**src/rtl/uart_pkg.sv**
```systemverilog
// -----------------------------------------------------------------------------
// uart_pkg
// Shared types and helpers for the UART transmit path (and later the receiver).
//   tx_state_t        : transmit sequencer states
//   data_bits_t       : encoded character length (5..8 data bits)
//   uart_frame_cfg_t  : frame format, frozen at each frame launch
//   last_bit_idx()    : index of the last data bit for a character length
//   even_parity()     : XOR of the transmitted data bits
// -----------------------------------------------------------------------------
package uart_pkg;

    localparam int unsigned UART_CHAR_W = 8;

    typedef enum logic [2:0] {
        IDLE   = 3'd0,
        START  = 3'd1,
        DATA   = 3'd2,
        PARITY = 3'd3,
        STOP   = 3'd4
    } tx_state_t;

    typedef enum logic [1:0] {
        DB5 = 2'd0,
        DB6 = 2'd1,
        DB7 = 2'd2,
        DB8 = 2'd3
    } data_bits_t;

    typedef struct packed {
        data_bits_t data_bits;
        logic       parity_en;
        logic       parity_odd;
        logic       stop2;
    } uart_frame_cfg_t;

    // Data bits are numbered 0..N-1, so the last one is N-1 = 4 + encoding.
    function automatic logic [2:0] last_bit_idx(input data_bits_t db);
        return 3'd4 + {1'b0, db};
    endfunction

    // Only the N bits that actually go on the line take part in parity.
    function automatic logic even_parity(input logic [UART_CHAR_W-1:0] data,
                                         input data_bits_t             db);
        logic [UART_CHAR_W-1:0] mask;
        case (db)
            DB5:     mask = 8'h1F;
            DB6:     mask = 8'h3F;
            DB7:     mask = 8'h7F;
            default: mask = 8'hFF;
        endcase
        return ^(data & mask);
    endfunction

endpackage

```
**src/rtl/uart_baud_tick.sv**
```systemverilog
// -----------------------------------------------------------------------------
// uart_baud_tick
// Bit-period down-counter. A bit lasts i_div+1 clocks; o_tick is high in the
// last clock of each period and the counter reloads itself from i_div there,
// so consecutive bits chain without gaps. i_reload restarts a period.
//   i_clk    in  clock
//   i_nrst   in  async reset, active low
//   i_reload in  force the counter to i_div (start of a new bit stream)
//   i_div    in  bit period minus one, in clocks
//   o_tick   out last clock of the current bit period
// -----------------------------------------------------------------------------
module uart_baud_tick #(
    parameter int DIV_W = 16
) (
    input  logic             i_clk,
    input  logic             i_nrst,
    input  logic             i_reload,
    input  logic [DIV_W-1:0] i_div,
    output logic             o_tick
);

    logic [DIV_W-1:0] r_cnt;

    assign o_tick = (r_cnt == {DIV_W{1'b0}});

    // Period counter: reload on request or at the end of each period.
    always_ff @(posedge i_clk or negedge i_nrst) begin
        if (!i_nrst) begin
            r_cnt <= {DIV_W{1'b0}};
        end else if (i_reload || o_tick) begin
            r_cnt <= i_div;
        end else begin
            r_cnt <= r_cnt - {{(DIV_W-1){1'b0}}, 1'b1};
        end
    end

endmodule

```
**src/rtl/uart_tx_ctrl.sv**
```systemverilog
// -----------------------------------------------------------------------------
// uart_tx_ctrl
// Transmit sequencer between a first-word-fall-through FIFO and the TX pin.
// Pops one word per frame and sends start / 5..8 data (LSB first) /
// optional parity / 1 or 2 stop bits. Frame format and bit period are
// captured at launch and held for the whole frame.
//   i_clk, i_nrst          clock, async active-low reset
//   i_en                   enable; only consulted when a new frame could start
//   i_abort                drop the frame in flight, line back to idle
//   i_baud_div             bit period minus one
//   i_data_bits            0:5 1:6 2:7 3:8 data bits
//   i_parity_en/_odd       parity insertion and sense
//   i_stop2                two stop bits
//   i_fifo_data/_valid     FIFO head word and non-empty flag
//   o_fifo_rd_req          pop strobe, high in the launch cycle
//   o_tx                   serial line (registered, idle high)
//   o_busy                 frame in progress (registered)
//   o_tx_done              high in the final clock of the last stop bit
// -----------------------------------------------------------------------------
module uart_tx_ctrl
    import uart_pkg::*;
#(
    parameter int FIFO_DW    = 8,
    parameter int BAUD_DIV_W = 16
) (
    input  logic                  i_clk,
    input  logic                  i_nrst,
    input  logic                  i_en,
    input  logic                  i_abort,
    input  logic [BAUD_DIV_W-1:0] i_baud_div,
    input  logic [1:0]            i_data_bits,
    input  logic                  i_parity_en,
    input  logic                  i_parity_odd,
    input  logic                  i_stop2,
    input  logic [FIFO_DW-1:0]    i_fifo_data,
    input  logic                  i_fifo_valid,
    output logic                  o_fifo_rd_req,
    output logic                  o_tx,
    output logic                  o_busy,
    output logic                  o_tx_done
);

    tx_state_t             r_state;
    tx_state_t             w_next;
    uart_frame_cfg_t       r_cfg;
    logic [BAUD_DIV_W-1:0] r_baud_div;
    logic [BAUD_DIV_W-1:0] w_div;
    logic [7:0]            r_shift;
    logic [2:0]            r_bit_cnt;
    logic                  r_stop_cnt;
    logic                  r_par_even;
    logic                  r_tx;
    logic                  r_busy;

    logic w_tick;
    logic w_abort;
    logic w_launch_ok;
    logic w_launch;
    logic w_tx_next;
    logic w_done;
    logic w_shift;
    logic w_stop_set;
    logic w_stop_clr;

    // Holding reset also holds off the pop strobe, which is combinational.
    assign w_launch_ok = i_nrst & i_en & i_fifo_valid & ~i_abort;
    assign w_abort     = i_abort & (r_state != IDLE);

    // The first bit period of a frame uses the divider being captured now.
    assign w_div = w_launch ? i_baud_div : r_baud_div;

    uart_baud_tick #(
        .DIV_W (BAUD_DIV_W)
    ) u_baud_tick (
        .i_clk    (i_clk),
        .i_nrst   (i_nrst),
        .i_reload (w_launch),
        .i_div    (w_div),
        .o_tick   (w_tick)
    );

    // Next-state, next line level and datapath strobes.
    always_comb begin
        w_next     = r_state;
        w_tx_next  = r_tx;
        w_launch   = 1'b0;
        w_done     = 1'b0;
        w_shift    = 1'b0;
        w_stop_set = 1'b0;
        w_stop_clr = 1'b0;
        if (w_abort) begin
            w_next    = IDLE;
            w_tx_next = 1'b1;
        end else begin
            case (r_state)
                IDLE: begin
                    if (w_launch_ok) begin
                        w_launch  = 1'b1;
                        w_next    = START;
                        w_tx_next = 1'b0;
                    end else begin
                        w_next    = IDLE;
                        w_tx_next = 1'b1;
                    end
                end
                START: begin
                    if (w_tick) begin
                        w_next    = DATA;
                        w_tx_next = r_shift[0];
                    end else begin
                        w_next = START;
                    end
                end
                DATA: begin
                    if (w_tick) begin
                        if (r_bit_cnt == last_bit_idx(r_cfg.data_bits)) begin
                            if (r_cfg.parity_en) begin
                                w_next    = PARITY;
                                w_tx_next = r_par_even ^ r_cfg.parity_odd;
                            end else begin
                                w_next     = STOP;
                                w_tx_next  = 1'b1;
                                w_stop_clr = 1'b1;
                            end
                        end else begin
                            // Shift happens at this edge, so the next bit is [1].
                            w_shift   = 1'b1;
                            w_tx_next = r_shift[1];
                        end
                    end else begin
                        w_next = DATA;
                    end
                end
                PARITY: begin
                    if (w_tick) begin
                        w_next     = STOP;
                        w_tx_next  = 1'b1;
                        w_stop_clr = 1'b1;
                    end else begin
                        w_next = PARITY;
                    end
                end
                STOP: begin
                    if (w_tick) begin
                        if (r_cfg.stop2 && !r_stop_cnt) begin
                            w_stop_set = 1'b1;
                        end else begin
                            // Final stop clock: report done and maybe chain the next frame.
                            w_done = 1'b1;
                            if (w_launch_ok) begin
                                w_launch  = 1'b1;
                                w_next    = START;
                                w_tx_next = 1'b0;
                            end else begin
                                w_next    = IDLE;
                                w_tx_next = 1'b1;
                            end
                        end
                    end else begin
                        w_next = STOP;
                    end
                end
                default: begin
                    w_next    = IDLE;
                    w_tx_next = 1'b1;
                end
            endcase
        end
    end

    // State, line and busy registers.
    always_ff @(posedge i_clk or negedge i_nrst) begin
        if (!i_nrst) begin
            r_state <= IDLE;
            r_tx    <= 1'b1;
            r_busy  <= 1'b0;
        end else begin
            r_state <= w_next;
            r_tx    <= w_tx_next;
            r_busy  <= (w_next != IDLE);
        end
    end

    // Frame capture at launch, then shifting and data-bit counting.
    always_ff @(posedge i_clk or negedge i_nrst) begin
        if (!i_nrst) begin
            r_shift    <= 8'h00;
            r_bit_cnt  <= 3'd0;
            r_par_even <= 1'b0;
            r_baud_div <= {BAUD_DIV_W{1'b0}};
            r_cfg      <= '{data_bits: DB5, parity_en: 1'b0, parity_odd: 1'b0, stop2: 1'b0};
        end else if (w_launch) begin
            r_shift    <= i_fifo_data[7:0];
            r_bit_cnt  <= 3'd0;
            r_par_even <= even_parity(i_fifo_data[7:0], data_bits_t'(i_data_bits));
            r_baud_div <= i_baud_div;
            r_cfg      <= '{data_bits:  data_bits_t'(i_data_bits),
                            parity_en:  i_parity_en,
                            parity_odd: i_parity_odd,
                            stop2:      i_stop2};
        end else if (w_shift) begin
            r_shift   <= {1'b0, r_shift[7:1]};
            r_bit_cnt <= r_bit_cnt + 3'd1;
        end
    end

    // Stop-bit counter: 0 during the first stop bit, 1 during the second.
    always_ff @(posedge i_clk or negedge i_nrst) begin
        if (!i_nrst) begin
            r_stop_cnt <= 1'b0;
        end else if (w_stop_clr) begin
            r_stop_cnt <= 1'b0;
        end else if (w_stop_set) begin
            r_stop_cnt <= 1'b1;
        end
    end

    assign o_fifo_rd_req = w_launch;
    assign o_tx_done     = w_done;
    assign o_tx          = r_tx;
    assign o_busy        = r_busy;

endmodule
```
**config.mk**
```make
export PLATFORM = sky130hd
export DESIGN_NAME = uart_tx_ctrl
export DESIGN_NICKNAME = d
export VERILOG_FILES = /design/src/rtl/uart_pkg.sv /design/src/rtl/uart_baud_tick.sv /design/src/rtl/uart_tx_ctrl.sv
export SDC_FILE = /design/constraint.sdc
export NUM_CORES = 1
export LEC_CHECK = 0
export ABC_CLOCK_PERIOD_IN_PS = 8570
export CAP_MARGIN = 40
export CORE_UTILIZATION = 50
export DETAILED_ROUTE_END_ITERATION = 10
export GPL_ROUTABILITY_DRIVEN = 0
export PLACE_DENSITY = 0.77
export SLEW_MARGIN = 20
export SYNTH_ARGS = -nofsm -noshare
export SYNTH_HDL_FRONTEND = slang
export SYNTH_SLANG_ARGS = --single-unit
```
**constraint.sdc**
```tcl
create_clock -name i_clk -period 8.57 [get_ports i_clk]
set_input_delay 1.714 -clock i_clk [delete_from_list [all_inputs] [get_ports i_clk]]
set_output_delay 1.714 -clock i_clk [all_outputs]
set_load 0.03 [all_outputs]
```
After elaboration in Yosys (flattened, before gate mapping) --
Cells that the tools add are included.
Operators by class: bitwise operators 7, equality and inequality tests 12, add/sub/neg operators 3, multiplexer cells 53, reductions and logical operators 12
Operators with widths (count):
- $mux W1 | 33
- $mux W16 | 2
- $mux W3 | 9
- $mux W8 | 3
- $pmux W8 S3 | 1
- $logic_not A16 Y1 | 1
- $sub A16 B1 Y16 const B | 1
- $pmux W3 S5 | 1
- $ne A3 B2 Y1 const B | 4
- $and A8 B8 Y8 | 1
- $reduce_xor A8 Y1 | 1
- $eq A3 B2 Y1 const B | 2
- $reduce_bool A3 Y1 | 2
- $pmux W1 S5 | 1
- $reduce_and A5 Y1 | 1
- $and A1 B1 Y1 | 4
- $pmux W1 S2 | 2
- $reduce_bool A2 Y1 | 2
- $add A3 B1 Y3 const B | 1
- $add A3 B2 Y3 const A | 1
- $eq A3 B1 Y1 const B | 1
- $eq A3 B3 Y1 | 1
- $eq A3 B3 Y1 const B | 1
- $logic_not A3 Y1 | 1
- other kinds (10) | 10
Word-level totals: input bits 34, word-level logic and storage cells 100, register bits after elaboration 55, output and inout port bits 4

Longest topological paths before layout --
Gate-level depths: netlist of the first run.
word-level depth 11, gate-level depth with buffers 10, mapped depth without buffers 7

Modules after synthesis --
Synthesis of the first run repeated with hierarchy kept, for this count alone.
Unflattened totals: cells, all modules 263, area total of the unflattened synthesis 2877.8 sq um
By module, submodules not included:
- uart_tx_ctrl | sequential area each 977.2 sq um, cells an instance 171, area each 1958.1 sq um, instances 1
- uart_baud_tick | sequential area each 400.4 sq um, cells an instance 92, area each 919.6 sq um, instances 1

Worst setup path before layout of the first run --
Ideal clock, no wire load.
kind input -> output, from in i_fifo_valid, to out o_fifo_rd_req, data required time 6.856 ns, arrival time 2.961 ns, stages 6, slack 3.895 ns, path buffers 3, cell sequence nand3_1 -> nor3_1 -> and2_1 -> buf_4 -> buf_6 -> buf_6
Between the ends: cells in the longest elaborated chain, start to end 7
RTL lines:
- start: declaration | RTL line uart_tx_ctrl.sv:36 | input logic i_fifo_valid,
- $and A1 B1 Y1 (*) (2 in series) | RTL line uart_tx_ctrl.sv:66 | assign w_launch_ok = i_nrst & i_en & i_fifo_valid & ~i_abort;
- $mux W1 (*) | RTL line uart_tx_ctrl.sv:97, uart_tx_ctrl.sv:150
- $mux W1 | RTL line uart_tx_ctrl.sv:145 | if (r_cfg.stop2 && !r_stop_cnt) begin
- $mux W1 | RTL line uart_tx_ctrl.sv:144 | if (w_tick) begin
- $pmux W1 S2 (*) | RTL line uart_tx_ctrl.sv:95 | case (r_state)
- $mux W1 (*) | RTL line uart_tx_ctrl.sv:91 | if (w_abort) begin
- end: declaration | RTL line uart_tx_ctrl.sv:37 | output logic o_fifo_rd_req,
Mark *: on every way between the ends. The rest lies on a longest branch, timed or not.

Worst setup path after layout of the first run --
from in i_abort, to out o_fifo_rd_req
Between the ends: cells in the longest elaborated chain, start to end 7, elaborated cells between the ends (all ways) 8, classes of those cells mux (5); bitwise (3)
RTL lines:
- start: declaration | RTL line uart_tx_ctrl.sv:29 | input logic i_abort,
- $not A1 Y1 | RTL line uart_tx_ctrl.sv:66
- $and A1 B1 Y1 | RTL line uart_tx_ctrl.sv:66
- $mux W1 | RTL line uart_tx_ctrl.sv:97, uart_tx_ctrl.sv:150
- $mux W1 | RTL line uart_tx_ctrl.sv:145
- $mux W1 | RTL line uart_tx_ctrl.sv:144
- $pmux W1 S2 | RTL line uart_tx_ctrl.sv:95
- $mux W1 (*) | RTL line uart_tx_ctrl.sv:91
Marks and branches as above.

==> results.txt, run 1 <==
- In this run the tool buffered the top-level ports with 37 buffer cells.
- In this run the worst setup path terminates at o_fifo_rd_req.
* Per-cell routed wire length: 14.77 µm
* Peak supply drop: 104.6 µV
* Total internal power: 564.5 µW
* R2r worst-path depth: 8
- TritonCTS clock tree: yes
- Vias: 2237
* Library cell occupying the most area in the post-synthesis netlist: dfrtp_1
* CTS Buffer Depth: 2
* Number of filler instances in the final layout: 482
- Setup repair after global routing missed its margin: no
* Buffers inserted by post-CTS timing repair: 0
- The most critical setup path has its startpoint at i_abort.
- Overall power consumption after layout is estimated at 865.7 µW.
- Data required time of the critical path: 6860 ps
- In the synthesized netlist the async set-or-reset flop fraction comes to 100.0%.
- Maximum frequency from static timing analysis: 168.7 MHz
* Yosys Warn Count: 0
- Fin area: 0.003456 mm²
- Post-Synthesis Cells: 293
- The number of global-route vias before repair came to 2112.
- Part of the power in registers: 51.6%
- In this run the power density over the cells is 250.5 mW/mm².
- The number of antenna violations at the first check in global routing is 0.
- Data arrives at the worst endpoint at 4210 ps.
- In the finished design, the share of the clock period the worst path needs comes to 69.18%.
- Fin. max-slew vios: 0
- In this run, synthesis inferred 0 flip-flops with an integrated enable.
- Share of cells above drive strength 1: 7.669%
* Kind of capture point of the worst setup path: output port
- Aggregate negative setup slack: 0 ps
- Counting every sink on the clock net gives 55.
* Run status: finished clean
* Max Cap Viol: 0
* Sequential cell area: 0.001378 mm²
- P_leak: 0.001470 µW
- Instance count after placement with tap cells included: 390
- After the flow finishes, the layout carries non-filler instances totaling 398.
- Most used DFF post-synth: dfrtp_1
* Synthesized net count: 330
- Total wirelength of the detailed-routed design: 5880 µm
* Count of inserted antenna diode cells: 0
- Number of instances resized during post-cts repair: 0
- Switching power of the nets: 301.2 µW
* Count of endpoints failing hold in the final timing report: 0
* RR Startpoint: u_baud_tick.r_cnt[0]
- Hold-fix buffers at CTS: 0
- For this block, the initial DRC count from the detailed router was 160.
- Number of rows in the core area: 27
- Clk Latency, worst-skew pair: 300 ps
* Layout area overhead: 16.79%
- Sequential-to-total area share from yosys stat: 46.55%
- Overall track demand over capacity in global routing: 20.83%
- After detailed routing, the number of vias per cell comes to 5.621.
- Clk pin slew, worst setup/hold paths: 90 ps
- In this run the horizontal extent of the chip is 78.93 µm.
- The clock network burns 15.8% of the power.
- The first global-routing pass estimated 9998 µm of wire.
- Averaged over all synthesized cells, the footprint is 10.10 µm².
- Length of the first detailed-routing pass in iterations: 4
- Initial Utilization: 52.77%
* Residual overflow from global routing: 0
- After synthesis the netlist holds a flip-flop and latch count of 55.
- Of all nets on the critical path, the largest fanout is 18.
- Worst Max-Slew Pin Slew: 827.6 ps
* Cell area after technology mapping: 0.002959 mm²
- In this run, the combinational gates consume 32.5% of the power.
* Worst setup path category: primary input to output port
- HPWL after detailed placement: 4257 µm
* CTS root buf: clkbuf_8
- Setup violations remaining at the end of the flow were counted as 0.
- After detailed placement, the total cell area comes to 0.003366 mm².
- Post-route DRC violation count: 0
- Internal reg-to-reg setup slack: 5130 ps
* Number of top-level pins: 38
- Height of the chip: 78.93 µm
- Largest net degree at the start of global routing: 56
* Max-slew headroom: 44.71%
* Distinct cells, synth: 48
* Clock skew: 5.901 ps
* Critical register-to-register path endpoint: r_baud_div[8]
* Area of the multi-input gates: 0.001438 mm²
* Clock H-tree levels: 2
- The top cell type by area accounts for 45.67% of the synthesized area.
- Core Box Area: 0.005608 mm²
- Counting I/O delays and the setup requirement, the final critical path takes 5929 ps.
* Hold WC Path Type: register to register
* Total CTS buffers: 5
- Die area: 0.006230 mm²
- Nets: 363
* Net switching fraction of the power: 34.80%
- After synthesis, the cell types taking the most area are dfrtp_1, mux2_1, o21ai_0, xnor2_1, nand3_1.
- The count of nets left with antenna violations once routing finished came out at 0.
- STA classifies the critical path startpoint as a primary input.
-- worst min path at each step --
stage,from,to,slack [ps],cells past startpoint
floorplan,r_baud_div[10],r_baud_div[10],460,1
global placement,r_baud_div[14],r_baud_div[14],470,1
detailed placement,r_baud_div[14],r_baud_div[14],470,1
CTS,r_baud_div[14],r_baud_div[14],500,1
global route,r_baud_div[10],r_baud_div[10],520,1
finish,r_baud_div[14],r_baud_div[14],500,1
-- state kept, by name, indices dropped and copies added, names as in the netlist --
signal             flops
o_tx                   1
u_baud_tick.r_cnt     16
r_cfg                  5
r_stop_cnt             1
r_par_even             1
r_bit_cnt              3
r_state                3
o_busy                 1
r_shift                8
r_baud_div            16
-- cells by family after synthesis --
kind of cell	after synthesis	share of synthesized area, %
xor+xnor	22	6.512
compound gates	59	12.09
fa+ha+maj	3	1.269
mux	32	11.80
buf+inv	30	5.285
simple gates	92	16.49
flops	55	46.55
-- final cells by class --
| type | instances | area share [%] |
|---|---|---|
| clock buffer | 5 | 1.991 |
| clock inverter | 2 | 0.3983 |
| inverter | 14 | 1.521 |
| multi-input combinational | 208 | 41.60 |
| sequential | 55 | 39.86 |
| tap | 72 | 2.607 |
| timing repair buffer | 42 | 12.02 |
-- critical path, stage by stage --
cell             delay [ps]
clkdlybuf4s50_1         540
inv_1                   170
nand2_1                 120
o22ai_4                 430
and2_2                  480
clkdlybuf4s50_1         750
-- per-stage QoR --
stage	setup slack, ps	hold WS, ps	utilization [%]
2_1_floorplan	3895	458.0	-
3_3_place_gp	2199	469.9	59.66
3_5_place_dp	2653	474.8	60.02
4_1_cts	2654	498.4	61.49
5_1_grt	2506	517.9	61.62
6_report	2641	496.1	61.62
-- synth_stat cells, types with 2 or more instances --
cell / count
inv_1: 14
or2_2: 3
or4_1: 2
and3_1: 2
nand4_1: 3
nand3b_1: 2
xor2_1: 8
nor4_1: 6
xnor2_1: 14
nor2_1: 13
ha_1: 3
o21ai_1: 6
clkbuf_1: 8
o21ai_0: 32
or3_1: 3
nand3_1: 23
nand2_1: 20
mux2_1: 22
dfrtp_1: 54
mux2i_1: 9
o31ai_1: 4
a211o_1: 2
a21oi_1: 5
or4_4: 2
nor3_1: 6
buf_6: 5
-- placed cells by master (no fill, tap or decap), types with 2 or more instances in the layout --
| master | synthesis | final |
|---|---|---|
| dfrtp_1 | 54 | 54 |
| clkdlybuf4s50_1 | 0 | 36 |
| o21ai_0 | 32 | 32 |
| nand3_1 | 23 | 23 |
| mux2_1 | 22 | 22 |
| nand2_1 | 20 | 20 |
| inv_1 | 14 | 14 |
| xnor2_1 | 14 | 14 |
| nor2_1 | 13 | 13 |
| mux2i_1 | 9 | 9 |
| xor2_1 | 8 | 8 |
| o21ai_1 | 6 | 6 |
| nor4_1 | 6 | 5 |
| nor3_1 | 6 | 5 |
| a21oi_1 | 5 | 5 |
| clkbuf_8 | 0 | 5 |
| o31ai_1 | 4 | 4 |
| or3_1 | 3 | 3 |
| nand4_1 | 3 | 3 |
| or2_2 | 3 | 3 |
| ha_1 | 3 | 3 |
| buf_4 | 1 | 3 |
| or4_4 | 2 | 2 |
| or4_1 | 2 | 2 |
| nand3b_1 | 2 | 2 |
| a211o_1 | 2 | 2 |
| and3_1 | 2 | 2 |
-- per-layer routing --
metal / GRT usage [%] / share of wire [%] / wire length, µm / vias up
li1: - / - / - / 1108
met1: 29.93 / 49 / 2901 / 1067
met2: 32.26 / 46 / 2695 / 54
met3: 3.678 / 3.7 / 215 / 8
met4: 6.182 / 1.1 / 66 / 0
met5: 0 / 0 / 0 / -
-- power groups by stage --
stage,sequential [µW],combinational (µW),clock (µW)
6_report,447,282,137
5_1_grt,462,321,150
4_1_cts,447,283,141
3_5_place_dp,451,281,0
3_3_place_gp,446,270,0
2_1_floorplan,433,210,0
No activity file was read; power rests on OpenSTA's default activity.
==> inputs of run 2 (changes only) <==
Settings changed: ABC_CLOCK_PERIOD_IN_PS 8570 to 5000, PLACE_DENSITY 0.77 to 0.8.
Clock period 8.57 ns to 5 ns, I/O delays scaled along.
==> results.txt, run 2 (same netlist as run 1, synthesis figures left out) <==
- CTS root buf: clkbuf_8
* Max Cap Viol: 0
- The floorplan step defined a die boundary enclosing 0.006230 mm².
- The count of nets left with antenna violations once routing finished came out at 0.
- Fin area: 0.003443 mm²
- The region available for standard cell placement spans 0.005608 mm².
* Maximum fanout encountered on the critical timing path: 22
- Data required time of the critical path: 4000 ps
* Height of the chip: 78.93 µm
* First-pass GRT wire length: 10460 µm
- Top Registers: r_baud_div (16), u_baud_tick.r_cnt (16), r_shift (8)
- Once placement finished, the instance area stood at 0.003351 mm².
- Count of endpoints failing hold in the final timing report: 0
* Die width: 78.93 µm
- Setup slack on the critical path of the routed design comes to 971.6 ps.
- Timing analysis after detailed placement gives a worst setup slack of 1248 ps.
* Overall track demand over capacity in global routing: 21.63%
- Based on the critical path, the design can be clocked at up to 248.2 MHz.
- Between clock sinks in the finished design, the worst skew comes to 13.62 ps.
* Period minus WS final: 4028 ps
* Most frequent standard cell in the layout excluding fill and tap cells: dfrtp_1
- Length of the first detailed-routing pass in iterations: 4
- Final count of negative-setup-slack endpoints: 0
* CTS Buffer Depth: 2
- Launch point of the worst path: u_baud_tick.r_cnt[0]
- The number of antenna violations at the first check in global routing was 0.
- Via count of the first global-routing pass: 2246
- Nets: 362
* Layout area overhead: 16.36%
- Largest net degree at the start of global routing: 56
- After clock tree synthesis, the repair step resized 0 gates.
- Worst setup path category: register to output port
- Hold WC Path Type: register to register
- The run finished with clean final reports.
- Total of buffers placed on input and output ports: 37
* Clk sink count: 55
- At the later pin of the worst-skew pair, clock insertion delay measures 320 ps.
* Worst Max-Slew Pin Slew: 871.6 ps
- In this run the post-CTS setup repair buffer count came out at 0.
- Max-slew headroom: 41.77%
- After detailed routing, the number of remaining DRC violations is 0.
* Share of cells above drive strength 1: 7.975%
* P_leak: 0.001461 µW
- For hold timing, the worst endpoint is r_baud_div[6].
- Detailed router's first-iteration violation count: 228
* Total CTS buffers: 5
- Vias: 2243
- Util after Layout: 61.40%
- The number of cells on the worst reg-to-reg path is 8.
- Final clock period utilization by the worst path: 80.57%
- The total overflow left after global routing is 0.
- The wire-length estimate of the detail-placed layout is 4196 µm.
- The endpoint identified for the worst register-to-register timing path is r_baud_div[13].
- Clock-pin slew was measured on the worst setup and hold paths at 100 ps.
* Clock H-tree levels: 2
- 0 antenna diodes ended up in the layout.
* Initial Utilization: 52.77%
- In this run the most critical hold path is launched from r_baud_div[6].
* Type of origin of the critical path: register
- STA classifies the critical path endpoint as an output port.
- In the layout the commonest cells are dfrtp_1, clkdlybuf4s50_1, o21ai_0.
- In the final routed layout, each cell accounts on average for 14.84 µm.
- Total wirelength of the detailed-routed design: 5907 µm
- Number of top-level pins: 38
* Power density over the cells: 439.2 mW/mm²
- Final hold analysis gives a worst-case slack of 500.1 ps.
- Hold-fix buffers at CTS: 0
- The startpoint identified for the worst register-to-register timing path is u_baud_tick.r_cnt[0].
* Aggregate negative setup slack: 0 ps
* Number of rows in the core area: 27
- The max-slew violation count came to 0.
* TritonCTS clock tree: yes
- Internal reg-to-reg setup slack: 1540 ps
- After detailed routing, the number of vias per cell comes to 5.636.
- Critical Path AT: 3030 ps
- Setup repair after global routing missed its margin: no
- WHS Path Cells: 1
* Peak supply drop: 231.7 µV
run 2: cell types whose count changed in the layout (fill, tap and decap cells not counted):
cell             change
buf_4                +2
clkinvlp_4           +2
buf_12               -1
clkbuf_4             -1
clkdlybuf4s50_1      -1
clkinv_2             -1
clkinv_4             -1
inv_6                +1
run 2: area by class of cell:
cell class | instances | area (µm²)
Clock buffer | 5 | 68.82
Clock inverter | 3 | 23.77
Fill cell | 502 | 2165
Inverter | 14 | 52.55
Multi-Input combinational cell | 208 | 1438
Sequential cell | 55 | 1378
Tap cell | 72 | 90.09
Timing Repair Buffer | 41 | 392.9
run 2: power breakdown:
part / internal (µW) / total, µW / switching (µW)
clock: 100 / 256 / 155
sequential: 625 / 764 / 139
combinational: 246 / 493 / 247
run 2: worst max-delay path, cell delays in order, from the launching register on:
cell and delay [ps]:
dfrtp_1 410, inv_1 100, ha_1 130, or4b_1 480, or4_4 650, nor3_1 230
clkdlybuf4s50_1 700
run 2: stage by stage:
step	power (µW)	instances
after floorplan	1101	293
after global placement	1230	390
after detailed placement	1263	390
after CTS	1519	398
after global routing	1631	398
final	1512	398
run 2: layer usage:
layer / track usage [%] / up-vias / routed length, µm
li1: - / 1110 / -
met1: 29.65 / 1072 / 2836
met2: 34.00 / 51 / 2715
met3: 4.023 / 10 / 243
met4: 8.545 / 0 / 112
met5: 0 / - / 0
run 2: worst max path at each step:
| stage | endpoint | slack, ps | cells past startpoint |
|---|---|---|---|
| after CTS | o_tx_done | 950 | 6 |
| after detailed placement | o_tx_done | 1250 | 5 |
| after global placement | o_tx_done | 1290 | 5 |
| after global routing | o_tx_done | 800 | 6 |
| after floorplan | o_tx_done | 1410 | 7 |
| final | o_tx_done | 970 | 6 |
==> inputs of run 3 (changes only) <==
Settings changed: ABC_CLOCK_PERIOD_IN_PS 5000 to 4200, PLACE_DENSITY 0.8 to 0.77.
Clock period 5 ns to 4.2 ns, I/O delays scaled along.
==> results.txt, run 3 (same netlist as run 1, synthesis figures left out) <==
- Run status: finished clean
- For this run, the post-layout net count is 365.
* Internal reg-to-reg setup slack: 1060 ps
- Total of buffers placed on input and output ports: 37
- TritonCTS built the clock tree.
- At the pin with the least slew margin, the transition time is 762.4 ps.
- For this run, the top clock speed supported by timing is 258.5 MHz.
- Setup violations remaining at the end of the flow were counted as 0.
- Hold WC Path Type: register to register
- Cell internal power was estimated by the tool at 1218 µW.
- The first global-routing pass estimated 10230 µm of wire.
- The number of setup buffers added after CTS is 0.
- R2r worst-path depth: 8
* Aggregate negative setup slack: 0 ps
- Global routing consumed, over all layers together, 21.22% of the routing resources.
- Most frequent standard cell in the layout excluding fill and tap cells: dfrtp_1
- The core region is 0.005608 mm².
- For this block, the routed nets add up to 5970 µm of wire.
- Peak supply drop: 230.4 µV
* Die area: 0.006230 mm²
* Kind of capture point of the worst setup path: output port
- Compared with the post-synthesis result, the final layout area differs by 17.72%.
* Post-route DRC violation count: 0
* Number of antenna violations at the first check in global routing: 0
- Setup repair after global routing missed its margin: no
* Final Hold Slack: 494.6 ps
- The max-slew violation count is 0.
- At the worst endpoint, the required time is 3360 ps.
- Share of cells above drive strength 1: 8.815%
- After detailed routing, the average wire length per cell comes to 14.89 µm.
* Detailed router's first-iteration violation count: 198
- Count of endpoints failing hold in the final timing report: 0
- The repair_antennas step left the layout with diodes totalling 0.
* Clk pin slew, worst setup/hold paths: 90 ps
- Fin area: 0.003483 mm²
- The final critical path takes up 92.12% of the cycle.
- In this run the deepest clock path goes through 2 buffers.
- Initial Utilization: 52.77%
- STA classifies the critical path startpoint as a register.
- At the worst endpoint, the arrival time is 3030 ps.
* Power density over the cells: 530.3 mW/mm²
- Detailed-route vias per instance: 5.623
* Total CTS buffers: 5
- Worst setup slack before clock tree synthesis: 640.8 ps
* Switching power of the nets: 629.7 µW
- Setup slack closes at 331.1 ps.
- The top cell types in the final layout, fill and taps aside, are dfrtp_1, clkdlybuf4s50_1, o21ai_0.
* Net switching fraction of the power: 34.09%
- Largest net degree at the start of global routing: 56
- The worst register-to-register path ends at r_baud_div[10].
- Hold-fix buffers at CTS: 0
- Final instance count without filler cells: 401
- RR Startpoint: u_baud_tick.r_cnt[0]
- Clk network pwr share: 18.9%
- In this run the worst setup path begins at u_baud_tick.r_cnt[0].
* Top Registers: r_baud_div (16), u_baud_tick.r_cnt (16), r_shift (8)
- For this design, the sink count on the clock tree is 55.
- On the final layout, the worst clock skew is 8.779 ps.
- Part of the power in registers: 49.3%
- Length of the first detailed-routing pass in iterations: 4
- Clk Latency, worst-skew pair: 310 ps
- Comb pwr share: 31.9%
- Residual overflow from global routing: 0
* Number of instances resized during post-cts repair: 0
- WHS Path Cells: 1
- The detail route stage leaves a number of antenna-violating nets equal to 0.
- CTS root buf: clkbuf_8
- Maximum fanout encountered on the critical timing path: 22
* Instance count after placement with tap cells included: 392
- Post-DP Area: 0.003366 mm²
- The filler cells instantiated in the layout total 504.
- HPWL after detailed placement: 4204 µm
- Measured along the x axis, the die boundary spans 78.93 µm.
* Worst setup path category: register to output port
* Vias: 2255
- The number of global-route vias before repair is 2165.
- The H-tree generated during clock tree synthesis spans 2 levels.
- Max Cap Viol: 0
- Number of top-level pins: 38
- Max-slew headroom: 48.71%
- Height of the chip: 78.93 µm
* P_leak: 0.001493 µW
* Number of rows in the core area: 27
- The worst path in the final design needs a cycle of 3869 ps, including I/O delays and setup.
- Worst setup endpoint: o_tx_done
[run 3: cell types whose count changed in the layout (fill, tap and decap cells not counted), sizes merged]
cell      before  now
clkinv         0    2
bufinv         0    1
inv           15   14
clkinvlp       2    0
buf            6    8
clkbuf         5    6
[run 3: layer usage]
metal | GRT usage [%] | routed length [µm]
met1 | 29.60 | 2897
met2 | 33.57 | 2743
met3 | 3.793 | 231
met4 | 6.909 | 97
met5 | 0 | 0
[run 3: worst min-delay path by stage]
stage                              start  slack (ps)        endpoint
after floorplan           r_baud_div[10]         460  r_baud_div[10]
after global placement    r_baud_div[10]         470  r_baud_div[10]
after detailed placement  r_baud_div[14]         480  r_baud_div[14]
after CTS                 r_baud_div[13]         500  r_baud_div[13]
after global routing      r_baud_div[14]         520  r_baud_div[14]
final                     r_baud_div[13]         490  r_baud_div[13]
[run 3: layout make-up]
class	count	area [µm²]	share of cell area, %
Multi-Input combinational cell	208	1438	41.27
Sequential cell	55	1378	39.55
Timing Repair Buffer	44	412.9	11.85
Tap cell	72	90.09	2.586
Clock buffer	5	68.82	1.976
Inverter	14	52.55	1.509
Clock inverter	3	43.79	1.257
[run 3: power by group through the flow]
stage	logic, µW	registers, µW	clock network (µW)
final	589	910	349
after CTS	591	908	354
after detailed placement	585	919	0
after floorplan	428	883	0
after global placement	568	901	0
after global routing	665	940	373
[run 3: metrics by stage]
stage | total power (µW) | utilization, %
floorplan | 1311 | -
global placement | 1469 | 60.02
detailed placement | 1504 | 60.02
CTS | 1852 | 62.03
global route | 1978 | 62.12
finish | 1847 | 62.12
[run 3: worst max-delay path, cell delays in order (launching register included)]
cell             delay (ps)
dfrtp_1                 410
inv_1                   100
ha_1                    160
or4b_1                  470
or4_4                   650
nor3_1                  230
clkdlybuf4s50_1         700
